**config.mk**
```make
export PLATFORM = sky130hd
export DESIGN_NAME = busca_instrucao
export DESIGN_NICKNAME = d
export VERILOG_FILES = /design/src/rtl/busca_instrucao.sv
export SDC_FILE = /design/constraint.sdc
export NUM_CORES = 1
export LEC_CHECK = 0
export ABC_AREA = 1
export CAP_MARGIN = 20
export CORE_ASPECT_RATIO = 1.2
export CORE_MARGIN = 2
export CORE_UTILIZATION = 30
export CTS_CLUSTER_DIAMETER = 40
export DETAILED_ROUTE_END_ITERATION = 10
export PLACE_DENSITY_LB_ADDON = 0.08
export SLEW_MARGIN = 20
export SYNTH_ARGS = -nofsm -noshare
export SYNTH_HDL_FRONTEND = slang
export SYNTH_SLANG_ARGS = --single-unit
export TNS_END_PERCENT = 5
```
**constraint.sdc**
```tcl
create_clock -name clock -period 1.5 [get_ports clock]
set_clock_uncertainty 0.1 [all_clocks]
set_input_delay 0.15 -clock clock [delete_from_list [all_inputs] [get_ports clock]]
set_output_delay 0.15 -clock clock [all_outputs]
set_load 0.005 [all_outputs]
```
**src/rtl/busca_instrucao.sv**
```systemverilog
// Instruction fetch stage: reads a 16-bit big-endian instruction
// as two byte reads and holds it until decode accepts it.
module busca_instrucao #(
   parameter logic [15:0] NOP = 16'h0000
) (
   input  logic        clock,
   input  logic        reset,
   input  logic [15:0] endereco,
   input  logic        stall,
   input  logic        flush,
   output logic        mem_req,
   output logic [15:0] mem_addr,
   input  logic [7:0]  mem_rdata,
   input  logic        mem_ack,
   output logic [15:0] instrucao,
   output logic [15:0] pc_instr,
   output logic        valid,
   output logic        pc_avanca,
   output logic        erro_alinhamento
);

   localparam logic [1:0] IDLE    = 2'd0;
   localparam logic [1:0] BYTE_HI = 2'd1;
   localparam logic [1:0] BYTE_LO = 2'd2;
   localparam logic [1:0] HOLD    = 2'd3;

   logic [1:0]  state;
   logic [15:0] pc_lat;
   logic [15:0] instr_q;

   assign mem_req   = (state == BYTE_HI) || (state == BYTE_LO);
   assign pc_avanca = (state == HOLD) && !stall && !flush;
   assign instrucao = valid ? instr_q : NOP;

   always_ff @(posedge clock or negedge reset) begin
      if (!reset) begin
         state            <= IDLE;
         pc_lat           <= 16'h0000;
         mem_addr         <= 16'h0000;
         instr_q          <= NOP;
         pc_instr         <= 16'h0000;
         valid            <= 1'b0;
         erro_alinhamento <= 1'b0;
      end else if (flush) begin
         // a flush drops both the fetch in flight and the held word
         state <= IDLE;
         valid <= 1'b0;
      end else begin
         unique case (state)
            IDLE: begin
               if (!erro_alinhamento) begin
                  if (endereco[0]) begin
                     erro_alinhamento <= 1'b1;
                  end else begin
                     pc_lat   <= endereco;
                     mem_addr <= endereco;
                     state    <= BYTE_HI;
                  end
               end
            end
            BYTE_HI: begin
               if (mem_ack) begin
                  instr_q[15:8] <= mem_rdata;
                  mem_addr      <= pc_lat + 16'd1;
                  state         <= BYTE_LO;
               end
            end
            BYTE_LO: begin
               if (mem_ack) begin
                  instr_q[7:0] <= mem_rdata;
                  pc_instr     <= pc_lat;
                  valid        <= 1'b1;
                  state        <= HOLD;
               end
            end
            HOLD: begin
               if (!stall) begin
                  valid <= 1'b0;
                  state <= IDLE;
               end
            end
            default: state <= IDLE;
         endcase
      end
   end

endmodule

```
==> impl_metrics.ini, run 1 <==
[clocking]
path_clk_slew_ns = 0.05
numCtsBuffers = 9
max-clock-path-buffers = 2
number_of_h_tree_levels = 3
ctsRootBufferMaster = clkbuf_16
clock_latency_ns = 0.32
tritoncts = built
clkSinkCount = 66

[finish]
fillCellCount = 1018
final_common_cell = nand2_1
areaGrowthSynthToFinish_pct = 55.1
nNetsFinal = 524
seq_area_um2 = 1650
mostFrequentLayoutCells = nand2_1 (109), dfrtp_1 (65), inv_1 (61)
n_antenna_cell = 0
stdcell_area_um2 = 4800
multi_input_comb_area_um2 = 1290
post_route_cells_drive_above_1_share_pct = 23.1

[detailed_routing]
dr_total_vias = 2705
drc = 0
routed_wire_length_mm = 8.10
drtAntennaViolNets = 0
initial_drc_count = 141
routedWlPerCell_um = 13.1
detailedRoute.firstPassIterationCount = 4
drt-vias-per-instance = 4.36

[sta]
fmaxAchievable_mhz = 641
slew_violations = 0
min_tclk_post_route_ns = 1.56
totalNegativeSetupSlack_ns = -0.906
fin_crit_sh_pct = 104
report.final.setup_viol = 36
finalWorstSetupSlack_ns = -0.0608
hold_viol_final = 0
grt_setup_unrepaired = true

[pwr]
p_sw_mw = 2.79
worst_ir_drop_vdd_uv = 829
power_density_nw_per_um2 = 1760
p_comb_share_pct = 43.1
clock_power_share_pct = 24.7
seq_power_share_pct = 32.2
switching_share_pct = 33.0
cellLeakagePower_nw = 2.43
internal-power_mw = 5.65

[outcome]
outcome = complete, but fails checks
failed_checks = setup timing

[critical_path]
critical_path_cell_sequence = inv_2 -> buf_6 -> ha_4 -> o21ai_4 -> nor2_8 -> clkbuf_16 -> nand3_2 -> nand2_1
critical_path.n_buffers_inverters = 3
setup.worst_path.start_class = register
cp_slowest_stage_delay_ns = 0.40
kind_of_cell_adding_the_most_delay_to_the_critical_path = flip-flops
worst-setup-path-type = reg2reg
startpoint = state[0]$_DFFE_PN0P_
crit_path_max_fanout = 8
worst_ep_required_time_ns = 1.61
critPathCaptureType = register
reg2reg_from = state[0]$_DFFE_PN0P_
critPathSlowestCell = dfrtp_1
worst-endpoint-arrival_ns = 1.67

[place]
numPortBuffers = 79
placedInstanceArea_um2 = 4210
globalplace.congestion = 0.753
place.detailed.hpwl_mm = 5.10

[logic_synthesis]
netlist_area_um2 = 3100
netlist_instances = 384
synth-seq-cells = 66
synthesis.area_per_instance_um2 = 8.07
yosys-top-cells-area = dfrtp_1 (53%), nand2_1 (15%), o21ai_0 (10%), inv_1 (7.9%), nand3_1 (3.6%)
postSynthNetCount = 419
yosysUniqueCellTypes = 22
synth_top_cell_by_area = dfrtp_1
ys_seq_area_share_pct = 53.3
synth.yosys.warnings = 0
synth_top_area_share_pct = 53.3

[floorplanning]
initial_cell_density_of_the_core_pct = 30.8
die_w_um = 96.8
die_extent_in_y_um = 115
die_area_um2 = 11200
placementRows = 40
placeableCoreArea_um2 = 10100
io_pins = 81

[grt]
pin_count_of_the_biggest_net_entering_global_routing = 67
grt_pass1_wl_mm = 13.9
gr-usage-all-layers_pct = 15.5
first_global_vias = 2862
grt-ovfl-total = 0
antenna_violations_before_repair = 0

[job]
cap_viol_max_count = 0

[worst_hold_path]
min_path_type = in2async
[cell type report]
cell class	instances	share of cell area (%)
repair buffers	113	23.9
inverters	67	5.39
clock inverters	5	1.12
clock buffers	11	5.05
flip-flops and latches	66	34.4
well taps	126	3.28
multi-input cells	232	26.9
[cells in the mapped netlist (all sizes together)]
| master | count |
|---|---|
| nor2 | 9 |
| inv | 67 |
| nor3 | 1 |
| nand2 | 126 |
| dfrtp | 66 |
| clkbuf | 7 |
| ha | 6 |
| a21oi | 1 |
| nand3 | 23 |
| conb | 1 |
| o21bai | 2 |
| o21ai | 63 |
| buf | 12 |
[worst min-delay path, stage by stage]
cell	delay, ns
dlygate4sd3_1	0.52
buf_4	0.11
buf_12	0.29
[kinds of logic after synthesis]
group	share of synthesized area, %
simple gates	21.2
buf+inv	12.0
fa+ha+maj	2.42
other cells	0.121
flops	53.3
compound gates	10.9
[state kept, by name, indices dropped and copies added, names as in the netlist]
register,flops
mem_addr,16
pc_instr,15
instr_q,16
erro_alinhamento,1
valid,1
pc_lat,15
state,2
[through the flow]
| step | util, % | worst slack (ns) | cells | power (mW) | hold slack (ns) |
|---|---|---|---|---|---|
| floorplan | - | 0.00814 | 384 | 4.04 | -0.246 |
| global placement | 41.8 | -0.130 | 593 | 5.83 | 0.0877 |
| detailed placement | 41.8 | -0.106 | 593 | 5.83 | 0.0872 |
| CTS | 47.0 | -0.0493 | 619 | 8.35 | 0.278 |
| global route | 47.8 | -0.108 | 620 | 9.07 | 0.307 |
| finish | 47.8 | -0.0608 | 620 | 8.44 | 0.257 |
[metal layers]
metal	vias up	wire length (um)	global-route usage (%)
li1	1377	-	-
met1	1251	3730	19.3
met3	8	397	4.13
met5	-	0	0
met2	69	3880	26.4
met4	0	93	5.07
[timing repair]
action,4_1_cts,5_1_grt
gates cloned,2,1
pin swaps,5,15
hold buffers,1,0
endpoints found under the setup margin,83,84
endpoints found under the hold margin,66,0
setup buffers,7,0
gates resized for setup,87,55
[power groups by stage]
stage                     Clock [mW]  Sequential, mW  Combinational, mW
after floorplan                    0            2.70               1.33
after global routing            2.22            2.80               4.04
after CTS                       2.15            2.71               3.50
after detailed placement           0            2.73               3.10
final                           2.08            2.72               3.64
after global placement             0            2.73               3.10
[path summary, 6_finish.rpt]
path                       slack (ns)                        to  cells past startpoint
min                              0.26   mem_addr[9]$_DFFE_PN0P_                      3
max in group asynchronous        0.72         valid$_DFFE_PN0P_                      3
max                             -0.06  mem_addr[12]$_DFFE_PN0P_                      8
min in group clock               0.30    instr_q[6]$_DFFE_PN0P_                      3
max reg2reg                     -0.06  mem_addr[12]$_DFFE_PN0P_                      8
min reg2reg                      0.37   mem_addr[5]$_DFFE_PN0P_                      2
Power figures use the tool's default switching activity.
==> run 2: changes to the inputs <==
--- a/config.mk
+++ b/config.mk
@@ -5,7 +5,6 @@
 export SDC_FILE = /design/constraint.sdc
 export NUM_CORES = 1
 export LEC_CHECK = 0
-export ABC_AREA = 1
 export CAP_MARGIN = 20
 export CORE_ASPECT_RATIO = 1.2
 export CORE_MARGIN = 2
==> run 2 against run 1 <==
Against the previous run:
- the flow still finishes with violations (setup timing)
- sequential power increased by 8.5%
- sequential share of layout area increased by 1.3 points
- register-to-register slack got worse by 0.26 ns
- sequential cell count unchanged
- combinational power decreased by 20%
- maximum frequency decreased by 14%
- highest routed layer unchanged
- wire length decreased by 13%
- design area decreased by 3.6%
- clock-buffer cell count increased by 1
==> impl_metrics.ini, run 2 <==
[logic_synthesis]
ys_seq_area_share_pct = 56.2
yosysUniqueCellTypes = 25
number_of_enable_type_register_cells_in_the_synthesized_netlist = 0
synth.cells.most_frequent = mux2_2 (77), dfrtp_1 (66), and2_1 (16)
synth_top_area_share_pct = 56.2
synth-main-ff-cell = dfrtp_1
synth.yosys.warnings = 0
postSynthNetCount = 237
synth-seq-cells = 66
top_count_cell_post_synth = mux2_2
netlist_area_um2 = 2940
synthesis.area_per_instance_um2 = 14.6
synth_top_cell_by_area = dfrtp_1
netlist_instances = 202
yosys-top-cells-area = dfrtp_1 (56%), mux2_2 (29%), and2_1 (3.4%), ha_1 (2.6%), buf_6 (1.1%)
asr_flop_ratio_synth_pct = 100

[worst_hold_path]
min_path_type = in2async

[detailed_routing]
drc = 0
drtAntennaViolNets = 0
drt-vias-per-instance = 4.54
detailedRoute.firstPassIterationCount = 4
routed_wire_length_mm = 7.02
dr_total_vias = 1993
routedWlPerCell_um = 16.0
initial_drc_count = 46

[place]
placedInstanceArea_um2 = 4100
place.detailed.hpwl_mm = 4.37
place_ws_ns = -0.379
globalplace.congestion = 0.734
placed_cells_incl_taps = 415
numPortBuffers = 79

[critical_path]
critical_path_cell_sequence = buf_6 -> inv_4 -> ha_4 -> buf_6 -> nor4b_4 -> buf_12 -> mux2_2
worst-setup-path-type = reg2reg
setup.worst_path.start_class = register
critical_path.n_buffers_inverters = 4
crit_path_max_fanout = 15
worst_ep_required_time_ns = 1.61
worst-endpoint-arrival_ns = 1.93
cp_slowest_stage_delay_ns = 0.41
critPathCaptureType = register
timing.critical_path.mode_cell = buf_6
kind_of_cell_adding_the_most_delay_to_the_critical_path = buffers and inverters
critPathSlowestCell = dfrtp_1

[pwr]
cellLeakagePower_nw = 2.18
p_sw_mw = 2.06
worst_ir_drop_vdd_uv = 692
seq_power_share_pct = 36.1
power_density_nw_per_um2 = 1760
clock_power_share_pct = 28.1
p_comb_share_pct = 35.7
post-layout-total-power_mw = 8.16
switching_share_pct = 25.2
internal-power_mw = 6.11

[floorplanning]
placeableCoreArea_um2 = 9520
die_extent_in_y_um = 112
die_area_um2 = 10600
die_w_um = 94.4
initial_cell_density_of_the_core_pct = 30.9
io_pins = 81
placementRows = 39

[outcome]
outcome = complete, but fails checks
failed_checks = setup timing

[grt]
pin_count_of_the_biggest_net_entering_global_routing = 67
grt-ovfl-total = 0
antenna_violations_before_repair = 0
gr-usage-all-layers_pct = 13.9
first_global_vias = 2095
grt_pass1_wl_mm = 11.2

[finish]
n_antenna_cell = 0
mostFrequentLayoutCells = dfrtp_1 (65), clkdlybuf4s50_1 (57), mux2_4 (39)
post_route_cells_drive_above_1_share_pct = 48.7
final_cells = 439
top_regs = instr_q (16), mem_addr (16)
stdcell_area_um2 = 4630
final_common_cell = dfrtp_1
finalCoreUtilization_pct = 48.7
nNetsFinal = 346
areaGrowthSynthToFinish_pct = 57.5

[clocking]
max-clock-path-buffers = 2
path_clk_slew_ns = 0.06
numCtsBuffers = 9
tritoncts = built
number_of_h_tree_levels = 3
clock_latency_ns = 0.32
clkSinkCount = 66
ctsRootBufferMaster = clkbuf_16

[sta]
fmaxAchievable_mhz = 548
grt_setup_unrepaired = true
fin_hold_ws_ns = 0.265
fin_crit_sh_pct = 122
slew_violations = 0
hold_viol_final = 0
report.final.setup_viol = 65
min_tclk_post_route_ns = 1.83
totalNegativeSetupSlack_ns = -14.19
finalWorstSetupSlack_ns = -0.325

[job]
cap_viol_max_count = 0
run 2: cell count changes after synthesis, sizes merged, moves of 7 or more:
| cell | delta |
|---|---|
| nand2 | -121 |
| mux2 | +77 |
| inv | -64 |
| o21ai | -61 |
| nand3 | -23 |
| and2 | +16 |
| nor2 | -7 |
run 2: kinds of logic (layout without fill, tap and decap cells):
| kind of cell | after synthesis | in the layout | synth area share [%] |
|---|---|---|---|
| AOI/OAI and AO/OA | 11 | 11 | 2.77 |
| adders and majority gates | 6 | 6 | 2.55 |
| buffers and inverters | 13 | 127 | 2.94 |
| DFF | 66 | 66 | 56.2 |
| muxes | 77 | 77 | 29.5 |
| other | 1 | 1 | 0.128 |
| and+or+nand+nor | 28 | 28 | 5.96 |
run 2: power by group through the flow:
stage          sequential, mW  combinational [mW]  clock [mW]
3_3_place_gp             2.95                2.47           0
2_1_floorplan            2.86                1.37           0
4_1_cts                  2.96                2.92        2.36
5_1_grt                  3.05                3.12        2.44
6_report                 2.95                2.92        2.30
3_5_place_dp             2.96                2.50           0
run 2: final cells by class:
type                    count  area, um^2
clock inverters             4        73.8
well taps                 123         154
repair buffers            108        1070
flip-flops and latches     66        1650
inverters                   3        16.3
clock buffers              12         256
fillers                   855        4880
multi-input cells         123        1410
run 2: worst register-to-register path: cells and delay by family, from the launching register on:
family / cells / cell delay (ns)
buf+inv: 4 / 0.48
fa+ha+maj: 1 / 0.14
simple gates: 1 / 0.23
flops: 1 / 0.41
mux: 1 / 0.35
run 2: path summary, 6_finish.rpt:
check	endpoint	slack, ns	depth (start not counted)	start
max reg2reg	pc_lat[14]$_DFFE_PN0P_	-0.33	7	state[0]$_DFFE_PN0P_
min reg2reg	instr_q[6]$_DFFE_PN0P_	0.40	1	instr_q[6]$_DFFE_PN0P_
min	state[1]$_DFFE_PN0P_	0.26	3	reset
min in group clock	pc_lat[6]$_DFFE_PN0P_	0.37	2	endereco[6]
max in group asynchronous	mem_addr[15]$_DFFE_PN0P_	0.70	3	reset
max	pc_lat[14]$_DFFE_PN0P_	-0.33	7	state[0]$_DFFE_PN0P_
run 2: repair_timing:
action                                 in CTS  in global routing
hold buffers                                1                  0
cloned                                      2                  0
gates resized for setup                    99                 20
pin swaps                                   2                  2
setup endpoints to repair                  84                 80
buffers inserted                            6                  0
endpoints found under the hold margin      66                  0
run 2: metal layers:
metal  track usage (%)  part of all wire [%]  vias to the layer above
met5                 0                     0                        -
met4              6.38                   1.4                        0
met3              3.15                   5.7                        7
met2              22.0                    49                       56
met1              17.9                    44                      998
li1                  -                     -                      932
==> run 3: changes to the inputs <==
--- a/config.mk
+++ b/config.mk
@@ -9,8 +9,8 @@
 export CORE_ASPECT_RATIO = 1.2
 export CORE_MARGIN = 2
 export CORE_UTILIZATION = 30
-export CTS_CLUSTER_DIAMETER = 40
 export DETAILED_ROUTE_END_ITERATION = 10
+export DONT_BUFFER_PORTS = 1
 export PLACE_DENSITY_LB_ADDON = 0.08
 export SLEW_MARGIN = 20
 export SYNTH_ARGS = -nofsm -noshare
==> run 3 against run 2 <==
Against the previous run:
- sequential power is 2% higher
- non-clock buffer count is 68 lower
- sequential cell count stayed put
- maximum frequency is 7.4% higher
- worst hold slack worse by 0.84 ns
- global-route usage is 1.1 points lower
- highest routed layer unchanged
- critical path depth is 2 lower
- clock power is 17% lower
- largest power group unchanged
- the run ends with hold timing, setup timing left
- combinational power is 36% lower
==> impl_metrics.ini, run 3 (synthesis gave the netlist of run 2 again) <==
[worst_hold_path]
min_path_type = in2async

[sta]
report.final.setup_viol = 65
fin_crit_sh_pct = 113
fmaxAchievable_mhz = 588
hold_viol_final = 66
min_tclk_post_route_ns = 1.70
finalWorstSetupSlack_ns = -0.200
fin_hold_ws_ns = -0.578
slew_violations = 0
grt_setup_unrepaired = true

[clocking]
ctsRootBufferMaster = clkbuf_16
clock_latency_ns = 0.32
numCtsBuffers = 9
tritoncts = built
clkSinkCount = 66
postCtsSetupRepairBufs = 0
path_clk_slew_ns = 0.05
max-clock-path-buffers = 2
number_of_h_tree_levels = 3

[critical_path]
rrSetupSlack_ns = -0.20
reg2reg_from = state[0]$_DFFE_PN0P_
critical_path.n_buffers_inverters = 2
critical_path_cell_sequence = inv_2 -> ha_4 -> nor4b_4 -> buf_12 -> mux2_2
startpoint = state[0]$_DFFE_PN0P_
crit_end = pc_lat[13]$_DFFE_PN0P_
worst-endpoint-arrival_ns = 1.81
setup.worst_path.start_class = register
rr_endpoint = pc_lat[13]$_DFFE_PN0P_
cp_slowest_stage_delay_ns = 0.44
worstSetupPathDepth = 5
kind_of_cell_adding_the_most_delay_to_the_critical_path = flip-flops
worst-setup-path-type = reg2reg
reg2regPathDepth = 5
critPathSlowestCell = dfrtp_2
worst_ep_required_time_ns = 1.61
critPathCaptureType = register
crit_path_max_fanout = 15

[floorplanning]
placementRows = 39
die_area_um2 = 10600
die_w_um = 94.4
initial_cell_density_of_the_core_pct = 30.9
placeableCoreArea_um2 = 9520
io_pins = 81
die_extent_in_y_um = 112

[finish]
multi_input_comb_area_um2 = 1320
stdcell_area_um2 = 3870
final_common_cell = dfrtp_1
seq_area_um2 = 1650
n_antenna_cell = 0
finalCoreUtilization_pct = 40.6
top_regs = instr_q (16), mem_addr (16)
areaGrowthSynthToFinish_pct = 31.5
post_route_cells_drive_above_1_share_pct = 48.2
fillCellCount = 914
nNetsFinal = 278
mostFrequentLayoutCells = dfrtp_1 (64), mux2_2 (58), dlygate4sd3_1 (27)

[grt]
antenna_violations_before_repair = 0
grt_pass1_wl_mm = 10.1
grt-ovfl-total = 0
gr-usage-all-layers_pct = 12.8
first_global_vias = 1909
pin_count_of_the_biggest_net_entering_global_routing = 67

[place]
place.detailed.hpwl_mm = 4.25
globalplace.congestion = 0.692
placedInstanceArea_um2 = 3230
numPortBuffers = 0

[detailed_routing]
routedWlPerCell_um = 17.2
met2_wirelength_mm = 3.33
dr_total_vias = 1727
routed_wire_length_mm = 6.35
detailedRoute.firstPassIterationCount = 3
met3WireLength_um = 447
drt-vias-per-instance = 4.67
dr.max_layer_used = met4
drtAntennaViolNets = 0
drc = 0
wl_met1_mm = 2.46
initial_drc_count = 44

[outcome]
failed_checks = hold timing, setup timing
outcome = complete, but fails checks

[pwr]
cellLeakagePower_nw = 1.73
worst_ir_drop_vdd_uv = 792
post-layout-total-power_mw = 6.80
power_density_nw_per_um2 = 1760

[job]
cap_viol_max_count = 0
[run 3: changes by cell type in the layout (fill, tap and decap cells not counted), moves of 4 or more]
cell / change
buf_2: -4
clkbuf_2: -13
buf_4: -5
mux2_2: +20
dlygate4sd3_1: +26
buf_6: -11
mux2_4: -20
clkdlybuf4s50_1: -57
[run 3: per-layer routing]
layer | up-vias | GRT usage [%]
li1 | 787 | -
met1 | 881 | 13.3
met2 | 50 | 22.2
met3 | 9 | 5.23
met4 | 0 | 5.80
met5 | - | 0
[run 3: what timing repair did]
| action | 4_1_cts | 5_1_grt |
|---|---|---|
| setup endpoints to repair | 65 | 81 |
| gates resized for setup | 12 | 10 |
| cloned | 0 | 1 |
| pin swaps | 2 | 1 |
| hold buffers | 25 | 2 |
| hold endpoints to repair | 114 | 69 |
[run 3: power by group]
part,internal (mW),switching [mW]
Clock,1.20,0.706
Combinational,1.29,0.591
Sequential,2.50,0.516
Total,4.99,1.81
[run 3: final cells by class]
class	count	share of cell area [%]
clock buffers	13	6.73
clock inverters	2	0.324
inverters	3	0.356
multi-input cells	123	34.1
flip-flops and latches	66	42.8
well taps	123	3.98
repair buffers	40	11.8
[run 3: worst reg2reg max path: cells and delay by family, from the launching register on]
| kind | cells | cell delay (ns) |
|---|---|---|
| mux | 1 | 0.35 |
| simple gates | 1 | 0.24 |
| flops | 1 | 0.44 |
| fa+ha+maj | 1 | 0.15 |
| buf+inv | 2 | 0.30 |
[run 3: worst min-delay path by stage]
stage                      from                      endpoint  slack (ns)  cells past startpoint
after floorplan           reset  erro_alinhamento$_DFFE_PN0P_       -0.25                      0
after detailed placement  reset          state[1]$_DFFE_PN0P_       -0.24                      0
after global routing      reset       instr_q[10]$_DFFE_PN0P_       -0.60                      0
after CTS                 reset       instr_q[10]$_DFFE_PN0P_       -0.60                      0
final                     reset       instr_q[10]$_DFFE_PN0P_       -0.58                      0
after global placement    reset          state[1]$_DFFE_PN0P_       -0.24                      0
[run 3: per-stage QoR]
step | TNS (ns) | instances | setup WS [ns]
after floorplan | -10.81 | 202 | -0.246
after global placement | -9.82 | 327 | -0.233
after detailed placement | -11.79 | 327 | -0.282
after CTS | -8.30 | 367 | -0.221
after global routing | -12.10 | 370 | -0.270
final | -7.70 | 370 | -0.200
